### config.mk
export PLATFORM = sky130hd
export DESIGN_NAME = axi_rt_unit_counter_multi
export DESIGN_NICKNAME = d
export VERILOG_FILES = /design/src/rtl/axi_rt_unit_counter_multi.sv
export SDC_FILE = /design/constraint.sdc
export NUM_CORES = 1
export LEC_CHECK = 0
export ABC_AREA = 1
export CAP_MARGIN = 40
export CORE_MARGIN = 1.5
export CORE_UTILIZATION = 43
export DETAILED_ROUTE_END_ITERATION = 7
export PLACE_DENSITY = 0.74
export SLEW_MARGIN = 40
export SYNTH_ARGS = -nofsm -noshare
export SYNTH_HDL_FRONTEND = slang
export SYNTH_SLANG_ARGS = --single-unit
### constraint.sdc
create_clock -name clk_i -period 12.87 [get_ports clk_i]
set_clock_uncertainty 0.1 [all_clocks]
set_input_delay 3.2175 -clock clk_i [delete_from_list [all_inputs] [get_ports clk_i]]
set_output_delay 3.2175 -clock clk_i [all_outputs]
set_load 0.05 [all_outputs]
### src/rtl/axi_rt_unit_counter_multi.sv
// -----------------------------------------------------------------------------
// axi_rt_unit_counter_multi
//
// Real-time regulation counter with a shared period timer and several
// independent byte-budget channels (e.g. channel 0 = AW, channel 1 = AR of one
// manager). Each period, every channel is refilled with its budget (or has the
// budget added to what is left, saturating, when carry-over is enabled).
// Accepted transactions are charged against the remaining budget with
// saturating subtraction. A sticky overrun flag records that a transaction
// asked for more bytes than were left in the current period.
//
// Ports
//   clk_i            clock
//   rst_i            asynchronous active-high reset
//   enable_i         global enable for period countdown and budget consumption
//   period_i         period reload value
//   period_abort_i   force a period reload this cycle (independent of enable_i)
//   period_left_o    remaining cycles in the current period
//   period_over_o    one-cycle pulse, the cycle after a reload took place
//   budget_i         per-channel budget per period
//   carry_en_i       per-channel carry-over of unused budget
//   ax_happening_i   transaction accepted on channel this cycle
//   ax_bytes_i       byte count of that transaction
//   budget_left_o    remaining budget per channel
//   budget_spent_o   per channel: remaining budget is zero
//   budget_overrun_o per channel: sticky, a transaction exceeded the budget left
// -----------------------------------------------------------------------------
module axi_rt_unit_counter_multi #(
  parameter int unsigned NumChannels = 2,
  parameter int unsigned PeriodWidth = 32,
  parameter int unsigned BudgetWidth = 32,
  parameter int unsigned BytesWidth  = 16
) (
  input  logic                                   clk_i,
  input  logic                                   rst_i,
  input  logic                                   enable_i,
  input  logic [PeriodWidth-1:0]                 period_i,
  input  logic                                   period_abort_i,
  output logic [PeriodWidth-1:0]                 period_left_o,
  output logic                                   period_over_o,
  input  logic [NumChannels-1:0][BudgetWidth-1:0] budget_i,
  input  logic [NumChannels-1:0]                 carry_en_i,
  input  logic [NumChannels-1:0]                 ax_happening_i,
  input  logic [NumChannels-1:0][BytesWidth-1:0] ax_bytes_i,
  output logic [NumChannels-1:0][BudgetWidth-1:0] budget_left_o,
  output logic [NumChannels-1:0]                 budget_spent_o,
  output logic [NumChannels-1:0]                 budget_overrun_o
);

  // Width wide enough to compare a byte count with a budget without losing
  // any bits on either side.
  localparam int unsigned CmpW = (BudgetWidth > BytesWidth) ? BudgetWidth : BytesWidth;

  // Budget + budget, clamped at all-ones instead of wrapping.
  function automatic logic [BudgetWidth-1:0] sat_add(
    input logic [BudgetWidth-1:0] a,
    input logic [BudgetWidth-1:0] b
  );
    logic [BudgetWidth:0] sum;
    sum = {1'b0, a} + {1'b0, b};
    if (sum[BudgetWidth]) begin
      return '1;
    end
    return sum[BudgetWidth-1:0];
  endfunction

  // True when the transaction asks for more bytes than the base holds.
  function automatic logic exceeds(
    input logic [BytesWidth-1:0]  bytes,
    input logic [BudgetWidth-1:0] base
  );
    return CmpW'(bytes) > CmpW'(base);
  endfunction

  // Budget - bytes, clamped at zero. When no clamping happens the difference
  // is no larger than the base, so narrowing back to BudgetWidth is lossless.
  function automatic logic [BudgetWidth-1:0] sat_sub(
    input logic [BudgetWidth-1:0] base,
    input logic [BytesWidth-1:0]  bytes
  );
    logic [CmpW-1:0] diff;
    if (exceeds(bytes, base)) begin
      return '0;
    end
    diff = CmpW'(base) - CmpW'(bytes);
    return BudgetWidth'(diff);
  endfunction

  logic [PeriodWidth-1:0]                  period_q, period_d;
  logic                                    over_q;
  logic                                    reload;
  logic [NumChannels-1:0][BudgetWidth-1:0] budget_q, budget_d, base;
  logic [NumChannels-1:0]                  overrun_q, overrun_d;
  logic [NumChannels-1:0]                  consume;

  // ---- period timer: next-state --------------------------------------------
  // An abort reloads even while disabled; a natural expiry needs enable_i.
  assign reload = period_abort_i | (enable_i & (period_q == '0));

  always_comb begin
    period_d = period_q;
    if (reload) begin
      period_d = period_i;
    end else if (enable_i) begin
      period_d = period_q - PeriodWidth'(1);
    end
  end

  // ---- budget channels: next-state -----------------------------------------
  // consume looks at the spent flag of the current (pre-reload) budget, so a
  // transaction seen while spent is never charged, even on a reload cycle.
  // When reload and consume coincide, the charge goes against the new base.
  always_comb begin
    consume   = '0;
    base      = '0;
    budget_d  = '0;
    overrun_d = '0;
    for (int c = 0; c < NumChannels; c++) begin
      consume[c] = enable_i & ax_happening_i[c] & ~budget_spent_o[c];

      if (!reload) begin
        base[c] = budget_q[c];
      end else if (carry_en_i[c]) begin
        base[c] = sat_add(budget_q[c], budget_i[c]);
      end else begin
        base[c] = budget_i[c];
      end

      budget_d[c] = consume[c] ? sat_sub(base[c], ax_bytes_i[c]) : base[c];

      // A new overrun wins over the reload clear in the same cycle.
      if (consume[c] && exceeds(ax_bytes_i[c], base[c])) begin
        overrun_d[c] = 1'b1;
      end else if (reload) begin
        overrun_d[c] = 1'b0;
      end else begin
        overrun_d[c] = overrun_q[c];
      end
    end
  end

  // ---- state registers ------------------------------------------------------
  always_ff @(posedge clk_i or posedge rst_i) begin
    if (rst_i) begin
      period_q  <= '0;
      over_q    <= 1'b0;
      budget_q  <= '0;
      overrun_q <= '0;
    end else begin
      period_q  <= period_d;
      over_q    <= reload;
      budget_q  <= budget_d;
      overrun_q <= overrun_d;
    end
  end

  // ---- outputs --------------------------------------------------------------
  always_comb begin
    budget_spent_o = '0;
    for (int c = 0; c < NumChannels; c++) begin
      budget_spent_o[c] = (budget_q[c] == '0);
    end
  end

  assign period_left_o    = period_q;
  assign period_over_o    = over_q;
  assign budget_left_o    = budget_q;
  assign budget_overrun_o = overrun_q;

endmodule

==> flow_summary.ini, run 1 <==
[outcome]
outcome = finished, final reports clean

[global_route]
antenna_found_initial = 0
track_usage_pct = 27.75
grt_max_degree = 60
grt_overflow = 0
grt_pass1_vias = 14770
grt_pass1_wl_um = 71220

[floorplanning]
coreArea_um2 = 30590
fp.dieH_um = 179.1
die_x_um = 179.1
ioPinCount = 237
fp-row-count = 64
initial_core_util_pct = 43.61
die-area_um2 = 32090

[synthesis]
yosysWarnings = 0
syn_area_per_cell_um2 = 5.790
async_flop_share_pct = 100.0
ys_types = 52
synth_area_um2 = 13340
yosys_register_bits = 99
seq_area_frac_synth_pct = 18.57
synth_edf_count = 0
syn_nets = 2543
yosys.area.top_type = nand2_1
yosysTopAreaCellShare_pct = 19.02
synth_ff_type = dfrtp_1
synth_cells = 2304
synth_area_leaders = nand2_1 19%, dfrtp_1 19%, nor2_1 11%

[worst_setup_path]
regToRegSetupSlack_ns = 7.32
crit_required_ns = 13.05
crit_top_cell = nand2_1
r2r_start = budget_left_o[32]
slowest_delay_ns = 0.49
startpoint_type = input pin
arrival_ns = 8.64
worstSetupPathType = input pin to flop
cp-end-kind = flop
rr_worst_depth = 28
cp_max_fo = 23
rr_endpoint = budget_left_o[56]
crit_path_top_delay_cell = a21oi_1

[finish]
fillCellCount = 3184
drive_gt1_share_pct = 4.010
synthToLayoutAreaGrowth_pct = 22.01
n_antenna_cell = 0
final_cells = 2915
nets = 2753

[detailed_routing]
drt-pass1-iter-count = 5
routed_wl_um = 44590
dr_total_vias = 15310
final_antenna_net_count = 0
wl_per_cell_um = 15.30
vias_per_cell = 5.251
dr.first_iter.drc_count = 1158
drc = 0

[worst_hold_path]
worstHoldPathCells = 2
hold_end = budget_overrun_o[1]
worstHoldStart = budget_overrun_o[1]
hp-class = flop to flop

[pwr]
power_density_nw_per_um2 = 170.9
total_leakage_power_uw = 0.008301
peakVddDrop_mv = 0.1175
p_total_uw = 2783

[clock_tree]
cts_tree = done
cts_buffers = 9
holdBufCountCts = 0
clk_latency_ns = 0.36
clk_pin_slew_ns = 0.08
cts.sinks = 99
clk_path_buf_depth = 2
cts.repair.resized = 0
post_cts_buffers = 0
cts_root_buf = clkbuf_16
ctsHtreeMaxLevel = 3

[sta]
period_share_pct = 65.75
postLayoutSetupSlackWorst_ns = 4.408
hold_violations = 0
tns_ns = 0
slew_violations = 0
slew_headroom_pct = 51.25
tightest_slew_ns = 0.7313
period_minus_slack_ns = 8.462
setup_viol = 0
whs_ns = 0.3905
clock.fmax_ghz = 0.1182
rsz0062_at_grt = false

[run]
max_cap_viol_count = 0

[place]
dp.cells = 2899
port_buffers = 236
preCtsSetupSlack_ns = 4.090
dp_hpwl_um = 36650
routabilityCongestion = 1.021
[cell type report]
class                   count  area [µm²]  share of cell area (%)
multi-input cells        1816        9285                   57.05
flip-flops and latches     99        2477                   15.22
repair buffers            244        2422                   14.88
inverters                 344        1301                   7.994
well taps                 396       495.5                   3.044
clock buffers              10       239.0                   1.468
clock inverters             6       56.30                  0.3459
[worst max path at each step]
stage                        end    startpoint
4_1_cts        budget_left_o[56]  budget_i[32]
2_1_floorplan  budget_left_o[56]  budget_i[32]
5_1_grt        budget_left_o[30]   budget_i[0]
3_5_place_dp   budget_left_o[56]  budget_i[32]
6_report       budget_left_o[56]  budget_i[32]
3_3_place_gp   budget_left_o[56]  budget_i[32]
[worst max-delay path: cells and delay by family]
| kind | cells | cell delay, ns |
|---|---|---|
| compound gates | 5 | 1.40 |
| buf+inv | 4 | 0.94 |
| fa+ha+maj | 4 | 1.31 |
| simple gates | 16 | 1.76 |
[cells in the final DEF, fill, tap and decap left out, types with 3 or more instances in the layout]
cell type        synthesis  routed
nand2_1                676     676
nor4_1                  18      18
a21oi_1                131     131
a22oi_1                  7       7
inv_4                    3       4
nor2_1                 391     391
fa_1                     4       4
o22ai_1                 45      45
clkbuf_16                0       9
nand2_2                 17      17
and2_1                   6       6
dfrtp_1                 99      99
xor2_1                  53      53
xnor2_1                 26      26
inv_1                  335     333
inv_2                    4       5
clkdlybuf4s50_1          0     236
ha_1                    99      99
a31oi_1                  8       8
and3_1                   3       3
buf_4                    2       8
o211ai_1                 7       7
nor2_4                   3       3
or2_2                    4       4
nor3_1                  19      19
nor2_2                  31      31
o21bai_1                11      11
o221ai_1                 3       3
o21ai_0                 54      54
nand4_1                 28      28
nand3_2                  7       7
nand3b_1                 4       4
nand3_1                139     139
or2_1                    3       3
[registers in the layout, indices dropped and copies added, names as in the netlist]
name              flops
budget_overrun_o      2
period_over_o         1
budget_left_o        64
period_left_o        32
[report_power, final]
group	total, µW	internal, µW	switching, µW
registers	509	389	120
logic	2000	693	1310
clock network	272	141	132
total	2780	1220	1560
[per-layer routing]
layer	global-route usage (%)	up-vias	wire [µm]
met5	0	-	0
met4	9.435	0	1529
met3	2.311	80	2634
met2	49.15	535	21130
met1	35.27	6940	19300
li1	-	7751	-
[logic make-up after synthesis]
group           Yosys count  synth area share (%)
fa+ha+maj               103                 9.886
xor+xnor                 79                 5.187
simple gates           1355                 42.73
flops                    99                 18.57
compound gates          279                 11.80
buf+inv                 389                 11.83
[synth_stat cells (25+ instances only)]
cell        n
dfrtp_1    99
xnor2_1    26
xor2_1     53
clkbuf_1   25
a21oi_1   131
nor2_1    391
nand4_1    28
o21ai_0    54
nand3_1   139
inv_1     335
nor2_2     31
nand2_1   676
o22ai_1    45
ha_1       99
[stage by stage]
step	utilization [%]	cell area [µm²]
after CTS	53.21	16280
after detailed placement	52.25	15980
final	53.21	16280
after global placement	52.25	15980
after floorplan	-	13340
after global routing	53.21	16280
No activity file was read; power rests on OpenSTA's default activity.
==> run 2, diff against run 1 <==
--- a/config.mk
+++ b/config.mk
@@ -10,7 +10,7 @@
 export CORE_MARGIN = 1.5
 export CORE_UTILIZATION = 43
 export DETAILED_ROUTE_END_ITERATION = 7
-export PLACE_DENSITY = 0.74
+export PLACE_DENSITY = 0.77
 export SLEW_MARGIN = 40
 export SYNTH_ARGS = -nofsm -noshare
 export SYNTH_HDL_FRONTEND = slang
==> constraint.sdc (replaced) <==
create_clock -name clk_i -period 7.4 [get_ports clk_i]
set_clock_uncertainty 0.1 [all_clocks]
set_input_delay 1.85 -clock clk_i [delete_from_list [all_inputs] [get_ports clk_i]]
set_output_delay 1.85 -clock clk_i [all_outputs]
set_load 0.05 [all_outputs]
==> run 2 against run 1 <==
Net effect: register-to-register slack worse by 5.1 ns; critical endpoint unchanged; sequential power increased by 75%; critical path type unchanged; global-route usage increased by 0.88 points; critical path depth unchanged.
==> flow_summary.ini, run 2 (same netlist as run 1, synthesis figures left out) <==
[outcome]
outcome = finished, final reports clean

[detailed_routing]
final_antenna_net_count = 0
routed_wl_um = 46310
wl_per_cell_um = 15.86
vias_per_cell = 5.278
drc = 0
dr.first_iter.drc_count = 1123
drt-pass1-iter-count = 6
dr_total_vias = 15420

[floorplanning]
die_x_um = 179.1
die-area_um2 = 32090
coreArea_um2 = 30590
ioPinCount = 237
fp-row-count = 64
initial_core_util_pct = 43.61
fp.dieH_um = 179.1

[finish]
drive_gt1_share_pct = 4.238
n_antenna_cell = 0
final_cells = 2921
layout.cells.most_common = nand2_1
largest_register_ffs = 64
fillCellCount = 3157
mostFrequentLayoutCells = 676 x nand2_1, 391 x nor2_1, 333 x inv_1
synthToLayoutAreaGrowth_pct = 22.42
nets = 2759

[place]
dp_hpwl_um = 38150
dp.cells = 2905
routabilityCongestion = 0.9926
preCtsSetupSlack_ns = 0.3968
port_buffers = 236

[worst_hold_path]
hp-class = flop to flop

[global_route]
grt_pass1_vias = 14820
grt_pass1_wl_um = 73150
antenna_found_initial = 0
grt_overflow = 0
grt_max_degree = 60
track_usage_pct = 28.63

[worst_setup_path]
startpoint_type = input pin
arrival_ns = 6.84
cp-end-kind = flop
crit_required_ns = 7.58
worstSetupPathType = input pin to flop
crit_path_top_delay_cell = a21oi_1
cp_max_fo = 5
crit_top_cell = nand2_1
slowest_delay_ns = 0.56
regToRegSetupSlack_ns = 2.25

[sta]
period_minus_slack_ns = 6.660
hold_violations = 0
clock.fmax_ghz = 0.1502
postLayoutSetupSlackWorst_ns = 0.7403
tns_ns = 0
tightest_slew_ns = 0.7379
slew_headroom_pct = 50.75
rsz0062_at_grt = false
period_share_pct = 90.00
setup_viol = 0
slew_violations = 0

[clock_tree]
cts.repair.resized = 0
clk_pin_slew_ns = 0.07
post_cts_buffers = 0
cts_tree = done
ctsHtreeMaxLevel = 3
cts.sinks = 99
cts_buffers = 9
clk_latency_ns = 0.36
clk_path_buf_depth = 2
holdBufCountCts = 0
cts_root_buf = clkbuf_16

[pwr]
peakVddDrop_mv = 0.2209
p_total_uw = 4891
total_leakage_power_uw = 0.008332
power_density_nw_per_um2 = 299.5

[run]
max_cap_viol_count = 0
==> run 2: cell types whose count changed in the layout (fill, tap and decap cells not counted) <==
cell and delta:
inv_8 -1, inv_6 -1, clkinv_8 +1, buf_6 +1, clkinv_4 +1, buf_4 +5
==> run 2: layout make-up <==
type                            count  area (µm²)  area share (%)
Timing Repair Buffer              250        2471           15.13
Clock inverter                      6       61.31          0.3754
Tap cell                          396       495.5           3.034
Multi-Input combinational cell   1816        9285           56.86
Clock buffer                       10       239.0           1.463
Inverter                          344        1301           7.968
Sequential cell                    99        2477           15.17
==> run 2: path summary, 6_finish.rpt <==
path                                           from                   to  cells past startpoint
worst max-delay path                   budget_i[32]    budget_left_o[56]                     29
worst min-delay path            budget_overrun_o[0]  budget_overrun_o[0]                      2
worst max register to register    budget_left_o[32]    budget_left_o[56]                     28
worst min register to register  budget_overrun_o[0]  budget_overrun_o[0]                      2
max in group asynchronous                     rst_i    budget_left_o[36]                      3
min in group asynchronous                     rst_i     period_left_o[5]                      2
==> run 2: critical path, delay by kind of cell <==
kind / cells / cell delay, ns
adder cells (fa/ha/maj): 4 / 1.30
AO/OA/AOI/OAI: 5 / 1.46
AND/OR/NAND/NOR: 16 / 1.59
buffers and inverters: 4 / 0.64
==> run 2: layer usage <==
layer  share of wire (%)  vias to the layer above  GRT usage (%)
li1                    -                     7769              -
met1                  43                     7039          36.75
met3                 5.3                       88          2.651
met5                   0                        -              0
met2                  48                      521          49.39
met4                 3.7                        0          11.23
==> run 2: metrics by stage <==
step | cell area (µm²) | util, % | hold WS, ns
finish | 16330 | 53.39 | 0.3899
global route | 16330 | 53.39 | 0.4222
CTS | 16330 | 53.37 | 0.3962
detailed placement | 16030 | 52.39 | 0.3795
global placement | 16030 | 52.39 | 0.3694
floorplan | 13340 | - | 0.6598
==> run 2: power breakdown <==
group / internal, µW / switching (µW) / total [µW]
logic: 1210 / 2310 / 3530
registers: 676 / 213 / 889
clock network: 245 / 231 / 475
total: 2130 / 2760 / 4890
